## src/rtl/mem_arbiter.sv

```systemverilog
// mem_arbiter: two-port (instruction fetch / data) front end for a single-port
// synchronous RAM.
//
// Data requests win a conflict unless the instruction port has already been
// denied STARVE_MAX consecutive cycles, in which case instruction wins. Grants
// are combinational and drive the RAM in the grant cycle. The RAM returns read
// data one cycle later, so the owner of each read is registered and used to
// steer m_rdata back to the requester that issued it.
//
// Ports
//   clk, reset           clock; asynchronous active-high reset
//   i_req, i_addr        fetch request / address
//   i_gnt                fetch accepted this cycle
//   i_rvalid, i_rdata    fetch data, one cycle after i_gnt
//   d_req, d_we,         data request, write enable, address, write data
//   d_addr, d_wdata
//   d_gnt                data access accepted this cycle
//   d_rvalid, d_rdata    load data, one cycle after a load grant
//   m_en, m_we, m_addr,  RAM command (valid in the grant cycle)
//   m_wdata
//   m_rdata              RAM read data, valid the cycle after a read command
//
// Read-owner states
//   state      | meaning
//   OWN_NONE   | no read issued last cycle; both rvalids low
//   OWN_INSTR  | last cycle issued a fetch; m_rdata belongs to the fetch port
//   OWN_DREAD  | last cycle issued a load; m_rdata belongs to the data port

module mem_arbiter #(
    parameter int AW         = 32,
    parameter int DW         = 32,
    parameter int STARVE_MAX = 3
) (
    input  logic          clk,
    input  logic          reset,

    input  logic          i_req,
    input  logic [AW-1:0] i_addr,
    output logic          i_gnt,
    output logic          i_rvalid,
    output logic [DW-1:0] i_rdata,

    input  logic          d_req,
    input  logic          d_we,
    input  logic [AW-1:0] d_addr,
    input  logic [DW-1:0] d_wdata,
    output logic          d_gnt,
    output logic          d_rvalid,
    output logic [DW-1:0] d_rdata,

    output logic          m_en,
    output logic          m_we,
    output logic [AW-1:0] m_addr,
    output logic [DW-1:0] m_wdata,
    input  logic [DW-1:0] m_rdata
);

    typedef enum logic [1:0] {
        OWN_NONE  = 2'd0,
        OWN_INSTR = 2'd1,
        OWN_DREAD = 2'd2
    } owner_t;

    localparam logic [3:0] STARVE_LIM = 4'(STARVE_MAX);

    logic [3:0] starve_cnt_q, starve_cnt_d;
    owner_t     owner_q, owner_d;
    logic       i_win;

    // Grant decision and RAM command mux.
    always_comb begin
        i_gnt   = 1'b0;
        d_gnt   = 1'b0;
        m_en    = 1'b0;
        m_we    = 1'b0;
        m_addr  = '0;
        m_wdata = '0;

        // Instruction wins when alone, or when it has waited long enough.
        i_win = i_req && (!d_req || (starve_cnt_q == STARVE_LIM));

        if (!reset) begin
            i_gnt = i_win;
            d_gnt = d_req && !i_win;
        end

        if (i_gnt) begin
            m_en   = 1'b1;
            m_addr = i_addr;
        end else if (d_gnt) begin
            m_en    = 1'b1;
            m_we    = d_we;
            m_addr  = d_addr;
            m_wdata = d_wdata;
        end
    end

    // Next-state for the starvation counter and read owner.
    always_comb begin
        starve_cnt_d = 4'd0;
        owner_d      = OWN_NONE;

        if (i_req && !i_gnt) begin
            if (starve_cnt_q < STARVE_LIM) begin
                starve_cnt_d = starve_cnt_q + 4'd1;
            end else begin
                starve_cnt_d = STARVE_LIM;
            end
        end

        if (i_gnt) begin
            owner_d = OWN_INSTR;
        end else if (d_gnt && !d_we) begin
            owner_d = OWN_DREAD;
        end
    end

    // Async reset clears the owner, so a read in flight is dropped.
    always_ff @(posedge clk or posedge reset) begin
        if (reset) begin
            starve_cnt_q <= 4'd0;
            owner_q      <= OWN_NONE;
        end else begin
            starve_cnt_q <= starve_cnt_d;
            owner_q      <= owner_d;
        end
    end

    assign i_rvalid = (owner_q == OWN_INSTR);
    assign d_rvalid = (owner_q == OWN_DREAD);
    assign i_rdata  = i_rvalid ? m_rdata : '0;
    assign d_rdata  = d_rvalid ? m_rdata : '0;

endmodule

```

## config.mk

```make
export PLATFORM = sky130hd
export DESIGN_NAME = mem_arbiter
export DESIGN_NICKNAME = d
export VERILOG_FILES = /design/src/rtl/mem_arbiter.sv
export SDC_FILE = /design/constraint.sdc
export NUM_CORES = 1
export LEC_CHECK = 0
export BUFFER_PORTS_ARGS = -buffer_cell sky130_fd_sc_hd__buf_2
export CAP_MARGIN = 20
export CORE_AREA = 2 2 103 105
export DETAILED_ROUTE_END_ITERATION = 7
export DIE_AREA = 0 0 105 107
export HOLD_SLACK_MARGIN = 0.05
export PLACE_DENSITY = 0.53
export SKIP_CTS_REPAIR_TIMING = 1
export SLEW_MARGIN = 30
export SYNTH_ARGS = -nofsm -noshare
export SYNTH_HDL_FRONTEND = slang
export SYNTH_SLANG_ARGS = --single-unit
```

## constraint.sdc

```tcl
create_clock -name clk -period 2.7 [get_ports clk]
set_input_delay 0.81 -clock clk [delete_from_list [all_inputs] [get_ports clk]]
set_output_delay 0.81 -clock clk [all_outputs]
set_load 0.05 [all_outputs]
```

### Yosys cells after proc, flatten, opt, wreduce, memory -nomap -nowiden

Cells that the tools add are included.

* add/sub/neg operators: 1
* mux-type cells: 16
* magnitude comparators: 1
* reductions and logical operators: 9
* shift operators: 0
* $mul: 0
* bitwise gates (word level): 0
* div/mod/pow operators: 0
* eq/ne operators: 3

Operators with widths (number)
* $mux 32: 6
* $mux 4: 2
* $mux 1: 6
* $add 4x1->4 const B: 1
* $eq 4x2->1 const B: 1
* $logic_and 1x1->1: 4
* $logic_not 1->1: 4
* $lt 4x2->1 const B: 1
* $mux 2: 2
* $eq 2x1->1 const B: 1
* $eq 2x2->1 const B: 1
* $logic_or 1x1->1: 1

* input bits: 133
* output and inout bits: 134
* register bits after elaboration: 6
* latch bits: 0
* memories: 0
* memory bits (read-only): 0
* RAM bits: 0

### Longest topological paths before layout

* depth after elaboration: 9
* depth in mapped cells: 6
* gate-level depth less buffers: 4

### Worst setup path before layout

OpenSTA, ideal clock, no wires.

* path type: input port to output port
* start: input port reset
* end: output port m_wdata[16]
* stages on the path: 4
* arrival: 2.313 ns
* buffers on the path: 1
* required time: 1.890 ns
* path slack: -0.423 ns
* cell sequence: inv_1 -> o211a_1 -> clkbuf_1 -> and2_1

* cells in the longest elaborated chain, start to end: 3

Ends and longest elaborated chain
* start, declared: line 35 `input logic reset,`
* $mux 1: line 82 `if (!reset) begin`
* named net d_gnt: line 47 `output logic d_gnt,`
* $mux 32: line 90 `end else if (d_gnt) begin`
* $mux 32: line 87 `if (i_gnt) begin`
* end, declared: line 54 `output logic [DW-1:0] m_wdata,`

The timed path passes the listed nets, and every way through them passes these cells.

### Worst setup path after layout

* start: register starve_cnt_q[0]
* end: output port m_addr[17]

* cells in the longest elaborated chain, start to end: 8

Ends and longest elaborated chain
* start, declared: line 66 `logic [3:0] starve_cnt_q, starve_cnt_d;`
* start signal, assigned: line 124 `starve_cnt_q <= starve_cnt_d;`
* $eq 4x2->1 *: line 80 `i_win = i_req && (!d_req || (starve_cnt_q == STARVE_LIM));`
* $logic_or 1x1->1 *: line 80
* $logic_and 1x1->1 *: line 80
* $logic_not 1->1: line 84 `d_gnt = d_req && !i_win;`
* $logic_and 1x1->1: line 84
* $mux 1: line 82
* $mux 32: line 90
* $mux 32 *: line 87
* end, declared: line 53 `output logic [AW-1:0] m_addr,`

Every way passes the cells marked *; elsewhere a longest branch is shown, timed or not.

==> flow_summary.toml <==
[status]
status = "complete, but fails checks"
violations = "setup timing"

[clocking]
clock-sinks = 6
cts_tree = "built"
clk_latency_ns = 0.22
path_clk_slew_ns = 0.04
htreeDepth = 1
numCtsBuffers = 3
clockBufferDepth = 2
clockRootBuffer = "clkbuf_8"

[detailed_routing]
vias = 2309
vias_per_cell = 4.016
top_layer = "met4"
dr.pass1.iters = 4
drt_iter0_drc = 122
drc = 0
routed-wl-met3_um = 974
antenna_left = 0
wirelength_um = 8660
wl_met1_um = 2956
wl_met2_um = 4645
wl_per_cell_um = 15.06

[cells_and_area]
area_growth_syn_to_layout_pct = 192.9
fill_cells = 1021
nets = 575
final_area_mm2 = 0.003669
drive_gt1_share_pct = 76.77
layout.cells.non_filler = 575
antennaDiodeCount = 0

[placement]
gp_routability_congestion = 0.8630
placed_area_mm2 = 0.002965
dp_hpwl_um = 6914
port_buffers = 266
dp.cells = 562

[logic_synthesis]
syn_avg_cell_area_um2 = 7.545
synth_area_leaders = "and2_1 48%, a22o_1 22%, dfrtp_1 12%"
synth_cell_types = 17
yosysTopAreaCellShare_pct = 48.45
synth_top_area_cell = "and2_1"
yosysWarnings = 0
yosysSeqAreaShare_pct = 11.99
synth_top_flop_cell = "dfrtp_1"
synth_area_mm2 = 0.001252
syn_inst = 166
synth_most_common_cell = "and2_1"
synth_edf_count = 0
async_flop_share_pct = 100.0
synth_seq_cells = 6
yosys-top-cells-count = "97 x and2_1, 32 x a22o_1, 10 x clkbuf_1"

[critical_path]
required_ns = 1.89
r2r-start = "starve_cnt_q[0]"
crit_fanout = 23
critical_path.cell_chain = "ha_2 -> or3b_4 -> o211a_4 -> clkbuf_16 -> a22o_2 -> buf_6"
slowest_delay_ns = 0.40
critPathLaunch = "starve_cnt_q[0]"
critPathLaunchType = "flop"
endpoint_kind = "output port"
cp_slowest_cell = "or3b_4"
worstPathArrival_ns = 2.03
crit_type = "reg -> out"

[worst_hold_path]
hold_start = "starve_cnt_q[0]"
worstHoldPathType = "reg -> reg"

[timing]
final-max-slew-violation-count = 0
skew_ns = 0.0008306
hold_viol = 0
fin_crit_ns = 2.836
fin_ws_ns = -0.1360
whs_ns = 0.5468
setup_viol = 63
setup_tns_ns = -5.455
fin_crit_sh_pct = 105.0
max_freq_mhz = 352.6
grt_setup_unrepaired = "yes"

[grt]
grt_max_degree = 48
grt_pass1_wl_um = 10640
track_usage_pct = 11.73
antenna_found_initial = 0
first_global_vias = 2032
overflow = 0

[floorplan]
dieArea_mm2 = 0.01124
fp.dieW_um = 105
start_util_pct = 12.41
ios = 267
fp.dieH_um = 107
rows = 37
core-area_mm2 = 0.01009

[power]
power.leakage_nw = 2.105
finalPower_w = 0.0009768
power.density_mw_per_mm2 = 266.3
ir_drop_uv = 120.1

[run]
cap_violations = 0
-- cell families after synthesis --
kind of cell / Yosys count / synth area share [%]
simple gates: 105 / 52.65
compound gates: 35 / 25.38
buf+inv: 18 / 8.692
flops: 6 / 11.99
fa+ha+maj: 1 / 0.9988
other cells: 1 / 0.2994
-- power by group --
part,switching (W),total (W),internal [W]
logic,0.000443,0.000748,0.000305
clock network,0.0000348,0.000130,0.0000955
registers,0.00000288,0.0000985,0.0000957
-- per-layer routing --
metal	global-route usage, %	vias up
li1	-	1104
met1	12.57	1025
met2	23.05	172
met3	3.769	8
met4	1.143	0
met5	0	-
-- through the flow --
| stage | setup WS [ns] | util (%) |
|---|---|---|
| final | -0.1360 | 36.35 |
| after global routing | -0.1744 | 36.35 |
| after floorplan | 0.009625 | - |
| after CTS | -0.2862 | 29.79 |
| after detailed placement | -0.07365 | 29.38 |
| after global placement | -0.04171 | 29.38 |
-- path summary, 6_finish.rpt --
check                                  endpoint  slack (ns)  cells past startpoint
worst max-delay path                 m_addr[17]       -0.14                      6
worst min-delay path            starve_cnt_q[0]        0.55                      2
worst max register to register  starve_cnt_q[0]        0.98                      7
worst min register to register  starve_cnt_q[0]        0.55                      2
max in group asynchronous       starve_cnt_q[1]        1.96                      3
min in group asynchronous            owner_q[1]        0.63                      3
-- cell usage in the layout (no fill, tap or decap), drive strengths merged, types with 2 or more instances in the layout --
| cell type | instances |
|---|---|
| a211oi | 2 |
| inv | 2 |
| clkbuf | 6 |
| nor3 | 2 |
| a22o | 32 |
| and2 | 97 |
| conb | 2 |
| buf | 282 |
| nor2b | 3 |
| dfrtp | 6 |
-- critical path: cells and delay by family (launching register included) --
family	cells	cell delay [ns]
AOI/OAI and AO/OA	2	0.52
and+or+nand+nor	1	0.40
buffers and inverters	2	0.35
DFF	1	0.34
adders and majority gates	1	0.18
-- sequential cells by signal, indices dropped and copies added (netlist names) --
| signal | flops |
|---|---|
| owner_q | 2 |
| starve_cnt_q | 4 |
-- area by class of cell --
cell class | count | area, µm² | share of cell area, %
Clock buffer | 3 | 41.29 | 1.126
Inverter | 2 | 7.507 | 0.2046
Multi-Input combinational cell | 143 | 1176 | 32.06
Sequential cell | 6 | 150.1 | 4.093
Tap cell | 136 | 170.2 | 4.638
Timing Repair Buffer | 285 | 2123 | 57.88
(Power assumes the default switching activity.)
